$ cat src/rtl/uart_tx.sv
// 8N1 UART transmitter with a valid/ready byte input and a one-entry
// holding register so consecutive frames can go out without an idle gap.
module uart_tx #(
    parameter int CLKS_PER_BIT = 1,
    parameter int STOP_BITS    = 1
) (
    input  logic       i_clk,
    input  logic       i_rst_n,
    input  logic       i_valid,
    input  logic [7:0] i_data,
    output logic       o_ready,
    output logic       o_tx,
    output logic       o_busy,
    output logic       o_tx_done
);

    localparam int BW = (CLKS_PER_BIT > 1) ? $clog2(CLKS_PER_BIT) : 1;
    localparam logic [BW-1:0] BAUD_LAST = BW'(CLKS_PER_BIT - 1);
    localparam logic STOP_LAST = (STOP_BITS == 2);

    typedef enum logic [1:0] {
        IDLE,
        START,
        DATA,
        STOP
    } state_t;

    state_t        state_q, state_d;
    logic [7:0]    shift_q, shift_d;
    logic [7:0]    hold_q, hold_d;
    logic          hold_full_q, hold_full_d;
    logic [BW-1:0] baud_q, baud_d;
    logic [2:0]    bit_q, bit_d;
    logic          stop_q, stop_d;
    logic          tx_q, tx_d;
    logic          done_q, done_d;

    logic tick;
    logic accept;
    logic direct;

    assign tick   = (baud_q == BAUD_LAST);
    assign accept = i_valid && !hold_full_q;

    always_comb begin
        state_d     = state_q;
        shift_d     = shift_q;
        hold_d      = hold_q;
        hold_full_d = hold_full_q;
        bit_d       = bit_q;
        stop_d      = stop_q;
        done_d      = 1'b0;
        direct      = 1'b0;
        tx_d        = 1'b1;
        if (state_q == IDLE || tick) begin
            baud_d = '0;
        end else begin
            baud_d = baud_q + 1'b1;
        end

        unique case (state_q)
            IDLE: begin
                if (hold_full_q) begin
                    shift_d     = hold_q;
                    hold_full_d = 1'b0;
                    state_d     = START;
                end else if (accept) begin
                    shift_d = i_data;
                    direct  = 1'b1;
                    state_d = START;
                end
            end
            START: begin
                if (tick) begin
                    state_d = DATA;
                    bit_d   = 3'd0;
                end
            end
            DATA: begin
                if (tick) begin
                    shift_d = {1'b0, shift_q[7:1]};
                    bit_d   = bit_q + 3'd1;
                    if (bit_q == 3'd7) begin
                        state_d = STOP;
                        stop_d  = 1'b0;
                    end
                end
            end
            STOP: begin
                if (tick) begin
                    if (stop_q == STOP_LAST) begin
                        done_d = 1'b1;
                        // Chain straight into the next frame when a byte is available.
                        if (hold_full_q) begin
                            shift_d     = hold_q;
                            hold_full_d = 1'b0;
                            state_d     = START;
                        end else if (accept) begin
                            shift_d = i_data;
                            direct  = 1'b1;
                            state_d = START;
                        end else begin
                            state_d = IDLE;
                        end
                    end else begin
                        stop_d = 1'b1;
                    end
                end
            end
        endcase

        if (accept && !direct) begin
            hold_d      = i_data;
            hold_full_d = 1'b1;
        end

        unique case (state_d)
            IDLE:  tx_d = 1'b1;
            START: tx_d = 1'b0;
            DATA:  tx_d = shift_d[0];
            STOP:  tx_d = 1'b1;
        endcase
    end

    always_ff @(posedge i_clk) begin
        if (!i_rst_n) begin
            state_q     <= IDLE;
            shift_q     <= '0;
            hold_q      <= '0;
            hold_full_q <= 1'b0;
            baud_q      <= '0;
            bit_q       <= '0;
            stop_q      <= 1'b0;
            tx_q        <= 1'b1;
            done_q      <= 1'b0;
        end else begin
            state_q     <= state_d;
            shift_q     <= shift_d;
            hold_q      <= hold_d;
            hold_full_q <= hold_full_d;
            baud_q      <= baud_d;
            bit_q       <= bit_d;
            stop_q      <= stop_d;
            tx_q        <= tx_d;
            done_q      <= done_d;
        end
    end

    assign o_ready   = !hold_full_q;
    assign o_busy    = (state_q != IDLE);
    assign o_tx      = tx_q;
    assign o_tx_done = done_q;

endmodule

$ cat config.mk
export PLATFORM = sky130hd
export DESIGN_NAME = uart_tx
export DESIGN_NICKNAME = d
export VERILOG_FILES = /design/src/rtl/uart_tx.sv
export SDC_FILE = /design/constraint.sdc
export NUM_CORES = 1
export LEC_CHECK = 0
export ABC_AREA = 1
export BUFFER_PORTS_ARGS = -buffer_cell sky130_fd_sc_hd__buf_2
export CAP_MARGIN = 20
export CORE_UTILIZATION = 50
export CTS_CLUSTER_DIAMETER = 40
export DETAILED_ROUTE_END_ITERATION = 8
export PLACE_DENSITY = 0.7
export SETUP_SLACK_MARGIN = 0.02
export SLEW_MARGIN = 20
export SYNTH_ARGS = -nofsm -noshare
export SYNTH_HDL_FRONTEND = slang
export SYNTH_SLANG_ARGS = --single-unit
$ cat constraint.sdc
create_clock -name i_clk -period 2.4 [get_ports i_clk]
set_input_delay 0.36 -clock i_clk [delete_from_list [all_inputs] [get_ports i_clk]]
set_output_delay 0.36 -clock i_clk [all_outputs]
set_load 0.05 [all_outputs]
== Yosys cells after proc, flatten, opt, wreduce, memory -nomap -nowiden ==
Index checks and enable logic that the tools add are counted.
W data, S select, Z words.

* Add/subtract/negate cells: 2
* Equality and inequality tests: 14
* Muxes and demuxes: 35
* Bitwise gates (word level): 3
* Reductions and logical operators: 19

{| class="wikitable"
|+ Operators by type and width
! operator !! number
|-
| $mux W8 || 5
|-
| $pmux W8 S3 || 1
|-
| $mux W1 || 14
|-
| $mux W2 || 7
|-
| $ne A2 B2 Y1 const B || 5
|-
| $eq A2 B2 Y1 const B || 4
|-
| $pmux W2 S4 || 1
|-
| $reduce_and A4 Y1 || 2
|-
| $mux W3 || 2
|-
| $ne A3 B3 Y1 const B || 2
|-
| $pmux W1 S2 || 3
|-
| $pmux W3 S2 || 1
|-
| $reduce_and A3 Y1 || 2
|-
| $reduce_bool A2 Y1 || 3
|-
| $reduce_bool A3 Y1 || 2
|-
| $eq A2 B1 Y1 const B || 2
|-
| $logic_not A2 Y1 || 2
|-
| $reduce_or A2 Y1 || 2
|-
| $add A3 B1 Y3 const B || 1
|-
| $eq A3 B3 Y1 const B || 1
|-
| $not A1 Y1 || 3
|-
| $pmux W1 S3 || 1
|-
| $reduce_or A3 Y1 || 1
|-
| $logic_and A1 B1 Y1 || 2
|-
| other kinds (3) || 4
|}

* Flip-flop bits (word level): 26
* Bits of input ports: 11
* Logic and storage cells: 83

== Depth between registers and ports, before layout ==
Gate-level depths: netlist of run 1.

* Depth in word-level cells: 11
* Gate-level depth with buffers: 13

== Worst setup path after synthesis of run 1 ==
Ideal clock, no wire load.

* Kind: flip-flop to flip-flop
* Start point: reg state_q[1]
* End point: reg tx_q, in the netlist o_tx
* Setup time: 0.122 ns
* Arrival: 1.794 ns
* Setup slack: 0.485 ns
* Stages on the path, launching flop included: 11
* Period minus slack after synthesis: 1.915 ns
* Cell sequence: dfxtp_1 inv_1 ha_1 inv_1 nand4_1 nand3_1 ha_1 inv_1 nand2_1 nand2_1 nand2_1

* Cells in the longest elaborated chain, start to end: 6

{| class="wikitable"
|+ RTL lines
! element !! line !! text
|-
| start, declared || 28 || <nowiki>state_t state_q, state_d;</nowiki>
|-
| start signal, assigned || 137 || <nowiki>state_q <= state_d;</nowiki>
|-
| $mux W2, on equally long branches || 91, 67, 83 ||
|-
| $mux W2, on equally long branches || 90, 63, 80 ||
|-
| $pmux W2 S4 || 61 || <nowiki>unique case (state_q)</nowiki>
|-
| $eq A2 B2 Y1 or $logic_not A2 Y1 (tied branches) || 117 || <nowiki>unique case (state_d)</nowiki>
|-
| $reduce_or A2 Y1 (no line) || - ||
|-
| $pmux W1 S3 (*) || 117 ||
|-
| end signal, assigned || 144 || <nowiki>tx_q <= tx_d;</nowiki>
|-
| end, declared || 35 || <nowiki>logic tx_q, tx_d;</nowiki>
|}

Mark *: on every way between the ends. The rest lies on a longest branch, timed or not.
A chain may end at the register's enable or synchronous reset.

== Worst setup path after layout of run 1 ==
* Start point: reg state_q[1]
* End point: out o_busy

* Cells in the longest elaborated chain, start to end: 1

{| class="wikitable"
|+ RTL lines
! element !! line !! text
|-
| $reduce_bool A2 Y1 || 150 || <nowiki>assign o_busy = (state_q != IDLE);</nowiki>
|-
| end, declared || 13 || <nowiki>output logic o_busy,</nowiki>
|}

Every way passes these cells.

==> impl_results.md, run 1 <==
- Status: finished clean
- Total grt overflow: 0
- # resized after CTS: 0
- Max Clock Freq: approximately 500 MHz
- Largest net degree at the start of global routing: 14
- Worst skew pair latency: around 0.32 ns
- Core area: 2500 sq um
- Clock root cell: clkbuf_4
- # IOs: 15
- RSZ-0062 raised after global routing: no
- Seq cells post-synth: 25
- # diodes: 0
- Crit path launch type: register
- Switch share: approximately half
- Power Total: 1720 uW
- Die area: around 2900 sq um
- Most frequent cells in the layout: nand2_1 (50), o21ai_0 (31), inv_1 (27), dfxtp_1 (25), a21oi_1 (22)
- Placed instance area: ~1400 sq um
- Final WL: 2990 um
- Row Count: 18
- Final period util: 83.0%
- DR vias: roughly 1.3k
- Die Y-Extent: roughly 54 um
- Max cap viols: 0
- Syn Std Cell Area: between 1000 and 1500 sq um
- Maximum clock path buffer count: 2
- Synthesized area per cell: approximately 7.0 sq um
- Clock Skew: around 0.008 ns
- # DRC: 0
- Sw Pwr: slightly above 800 uW
- Syn. warnings: 0
- Vias per inst: ~5.3
- Share of cells above drive strength 1: 14.4%
- Comb pwr share: a little over half
- Crit path kind: reg -> out
- Cts bufs inserted: 3
- Clock power share: between 10 and 15%
- PwrDens: 1180 nW/um^2
- Initial Util: 53.8%
- DR pass1 iterations: 4
- Seq pwr share: 36.7%
- Tot GR Track Use: 23.5%
- Synth Instances: 193
- Iter 0 DRT Violations: 47
- Hold WS: approximately 0.33 ns
- Crit. End Element: output pin
- Global-route wire length before repair: 4860 um
- Clock transition at path regs: 0.13 ns
- Initial antenna violation count: 0
- H-tree Lvls: 1
- Commonest non-fill, non-tap cell in the layout: nand2_1
- Die width: 53.8 um
- IO Port Bufs: 14
- Antenna Nets Post-Route: 0
- Hold WC Path Type: in -> reg
- Post-synthesis sequential area ratio: 37.2%
- Final Setup Violations: 0
- Worst VDD drop: ~0.73 mV
- Setup_tns: 0 ns
- Vias in the first global route: 1104
- CTS sink count: 25
- GPL Wtd Cong: approximately 0.9
- Final Instance Area: about 1500 sq um
- Post-Syn Nets: between 200 and 250
- Critical path fanouts, max: 5
- Tmin final: ~2 ns
- R2r setup slk: approximately 0.55 ns
- Worst path arrival time: around 1.6 ns
- Post-synthesis cell type count: 23
- Final #Nets: around 230
- # hold bufs at CTS: 0
- Static Leak: between 0.0006 and 0.0007 uW
- Internal power: between 800 and 900 uW
- Critical Path RT: between 2 and 2.5 ns
- Final Hold Fails: 0
- CTS tree: done
- DP HPWL: around 2100 um
- Slew Viols, Final: 0
- Area growth, synth to finish: 8.57%
- Postcts setup bufs: 0
- Drt wl/cell: between 10 and 15 um
## power by group through the flow
stage | sequential [uW] | clock [uW] | combinational, uW
detailed placement | 640 | 0 | 891
global route | 651 | 217 | 1000
global placement | 634 | 0 | 871
CTS | 631 | 197 | 895
finish | 632 | 194 | 898
floorplan | 648 | 0 | 670
## cell families after synthesis
kind of cell | share of synthesized area (%)
and+or+nand+nor | 22.6
AOI/OAI and AO/OA | 23.4
buffers and inverters | 9.96
DFF | 37.2
adders and majority gates | 6.52
other | 0.279
## routing by layer
metal,GRT usage (%),routed length (um)
met5,0,0
met2,37.9,1400
met4,10.5,40
met3,3.67,174
met1,30.6,1380
## path summary, 6_finish.rpt
kind	depth (start not counted)	endpoint	start
min reg2reg	2	hold_q[4]	hold_q[4]
min	2	o_tx	i_rst_n
max	4	o_busy	state_q[1]
max reg2reg	13	o_tx	state_q[0]
## cell type report
cell class	instances	area [sq um]
Sequential cell	25	500
Multi-Input combinational cell	135	709
Timing Repair Buffer	14	70.1
Tap cell	30	37.5
Fill cell	249	1040
Clock buffer	4	26.3
Inverter	30	115
## metrics by stage
stage          std cells  setup WS [ns]  util, %
2_1_floorplan        193          0.485        -
3_3_place_gp         234          0.682     57.3
3_5_place_dp         234          0.616     57.3
4_1_cts              238          0.413     58.4
5_1_grt              238          0.297     58.4
6_report             238          0.409     58.4
## worst max-delay path, cell delays in order, from the launching register on
cell	delay [ns]
dfxtp_1	0.45
inv_1	0.12
ha_1	0.25
inv_1	0.19
buf_2	0.30
## synth_stat cells, drive strengths merged
master  count  area share (%)
nand2      53              16
conb        1            0.28
nor2        9             3.1
nand4       3             1.4
nand3       3             1.5
a31o        1            0.65
clkbuf      2            0.56
dfxtp      25              37
inv        30             8.6
nand3b      1            0.56
o21ai      33              13
buf         1            0.84
o211ai      2             1.1
a21oi      22             8.2
ha          7             6.5
## sequential cells by signal, indices dropped and copies added, names as in the netlist
| signal | cells |
|---|---|
| hold_q | 8 |
| shift_q | 8 |
| bit_q | 3 |
| state_q | 2 |
| baud_q | 1 |
| hold_full_q | 1 |
| o_tx | 1 |
| o_tx_done | 1 |
Power figures use the tool's default switching activity.
==> inputs of run 2 (changes only) <==
==> constraint.sdc (replaced) <==
create_clock -name i_clk -period 2 [get_ports i_clk]
set_input_delay 0.3 -clock i_clk [delete_from_list [all_inputs] [get_ports i_clk]]
set_output_delay 0.3 -clock i_clk [all_outputs]
set_load 0.05 [all_outputs]
==> run 2 against run 1 <==
  * First-iteration DRC count shrank 8.5%
  * Sequential power grew 20%
  * Core utilization grew 0.45 points
  * Via count is essentially flat
  * Worst setup slack lost 0.27 ns
  * Flip-flop and latch count is the same
==> impl_results.md, run 2 (synthesis gave the netlist of run 1 again) <==
- Area of the multi-input gates: slightly above 700 sq um
- PwrDens: between 1000 and 1500 nW/um^2
- DR pass1 iterations: 4
- # DRC: 0
- Core area: between 2000 and 2500 sq um
- CTS tree: done
- Clock Skew: about 0.011 ns
- Max cap viols: 0
- Tmin final: 1.86 ns
- Drt wl/cell: roughly 12 um
- Register area: between 500 and 600 sq um
- Setup WS post-layout: 0.140 ns
- Status: finished clean
- Vias in the first global route: about 1.2k
- FILL cells: 239
- Most frequent cells in the layout: nand2_1 (50), o21ai_0 (31), inv_1 (27), dfxtp_1 (24), a21oi_1 (22)
- Die Y-Extent: around 54 um
- Iter 0 DRT Violations: 43
- DR vias: between 1k and 1.5k
- Met3 WL: between 150 and 200 um
- Initial Util: ~54%
- Wl on met1: approximately 1300 um
- H-tree Lvls: 1
- Final period util: between 90 and 100%
- Crit. End Element: output pin
- Hold WC Path Type: in -> reg
- Hold path cells: 3
- Row Count: 18
- Die area: 2900 sq um
- Global-route wire length before repair: 4800 um
- Crit path kind: reg -> out
- Fin util: between 50 and 60%
- IO Port Bufs: 14
- Total grt overflow: 0
- Largest regs: hold_q x8, shift_q x8, bit_q x3
- Initial antenna violation count: 0
- Clock root cell: clkbuf_4
- Sw Pwr: between 900 and 1000 uW
- R2r worst-path depth: 13
- Final #Nets: roughly 230
- Share of cells above drive strength 1: 15.3%
- Worst path arrival time: 1.56 ns
- Antenna Nets Post-Route: 0
- # IOs: 15
- Area growth, synth to finish: 9.40%
- Pre-CTS WS: 0.238 ns
- CTS sink count: 25
- Critical path fanouts, max: 5
- DP HPWL: 2190 um
- Commonest non-fill, non-tap cell in the layout: nand2_1
- Static Leak: between 0.0006 and 0.0007 uW
- Max Clock Freq: approximately 540 MHz
- Tot GR Track Use: a little under a quarter
- Placed cell count: 235
- Die width: roughly 54 um
- Internal power: 1080 uW
- Clock power share: between 10% and 20%
- Comb pwr share: a little over half
- # hold bufs at CTS: 0
- Worst skew pair latency: 0.32 ns
- Final Setup Violations: 0
- Clock transition at path regs: 0.13 ns
- Crit path launch type: register
- Maximum clock path buffer count: 2
- Setup_tns: 0 ns
- Metal2 WL: approximately 1400 um
- Final WL: 2970 um
- Slew Viols, Final: 0
- Largest net degree at the start of global routing: 14
- RSZ-0062 raised after global routing: no
- GPL Wtd Cong: roughly 0.90
- Switch share: a little under half
- Critical Path RT: roughly 1.7 ns
- Worst VDD drop: around 0.8 mV
- Seq pwr share: 36.5%
- # diodes: 0
- Cts bufs inserted: 3
- Final Hold Fails: 0
- Top sig layer: met4
- Post-Layout Cell Count: between 200 and 250
- Vias per inst: approximately 5.3
run 2: cell count changes in the layout (fill, tap and decap cells not counted):
cell,change
buf_4,+1
dfxtp_2,+1
dfxtp_1,-1
clkbuf_4,+1
buf_2,-1
run 2: repair_timing:
item,4_1_cts,5_1_grt
buffers inserted,0,0
gates resized for setup,0,2
endpoints found under the setup margin,0,1
run 2: metal layers:
layer / vias up / global-route usage [%]
met5: - / 0
met4: 0 / 11.4
met3: 7 / 3.11
met2: 40 / 40.9
met1: 569 / 27.4
li1: 658 / -
run 2: worst max-delay path, stage by stage, from the launching register on:
cell      delay, ns
dfxtp_1        0.39
inv_1          0.11
ha_1           0.27
inv_1          0.20
clkbuf_4       0.28
run 2: path summary, 6_finish.rpt:
check | slack (ns) | from | endpoint
worst max-delay path | 0.14 | state_q[0] | o_busy
worst min-delay path | 0.27 | i_data[0] | hold_q[0]
worst max register to register | 0.23 | state_q[0] | o_tx
worst min register to register | 0.45 | hold_q[3] | hold_q[3]
run 2: final cells by class:
type                            instances  area share, %
Tap cell                               30           2.55
Multi-Input combinational cell        135           48.3
Sequential cell                        25           34.1
Timing Repair Buffer                   15           5.45
Clock buffer                            4           1.79
Inverter                               30           7.83
run 2: stage by stage:
stage | hold slack (ns) | total power, uW | cell area (sq um)
finish | 0.274 | 2080 | 1470
global route | 0.258 | 2240 | 1470
CTS | 0.258 | 2070 | 1470
detailed placement | 0.432 | 1850 | 1440
global placement | 0.429 | 1810 | 1440
floorplan | 0.420 | 1580 | 1340
run 2: power groups by stage:
stage | combinational [uW] | clock [uW] | sequential, uW
4_1_cts | 1080 | 231 | 756
2_1_floorplan | 804 | 0 | 778
3_3_place_gp | 1050 | 0 | 761
3_5_place_dp | 1080 | 0 | 768
6_report | 1100 | 222 | 758
5_1_grt | 1210 | 247 | 779
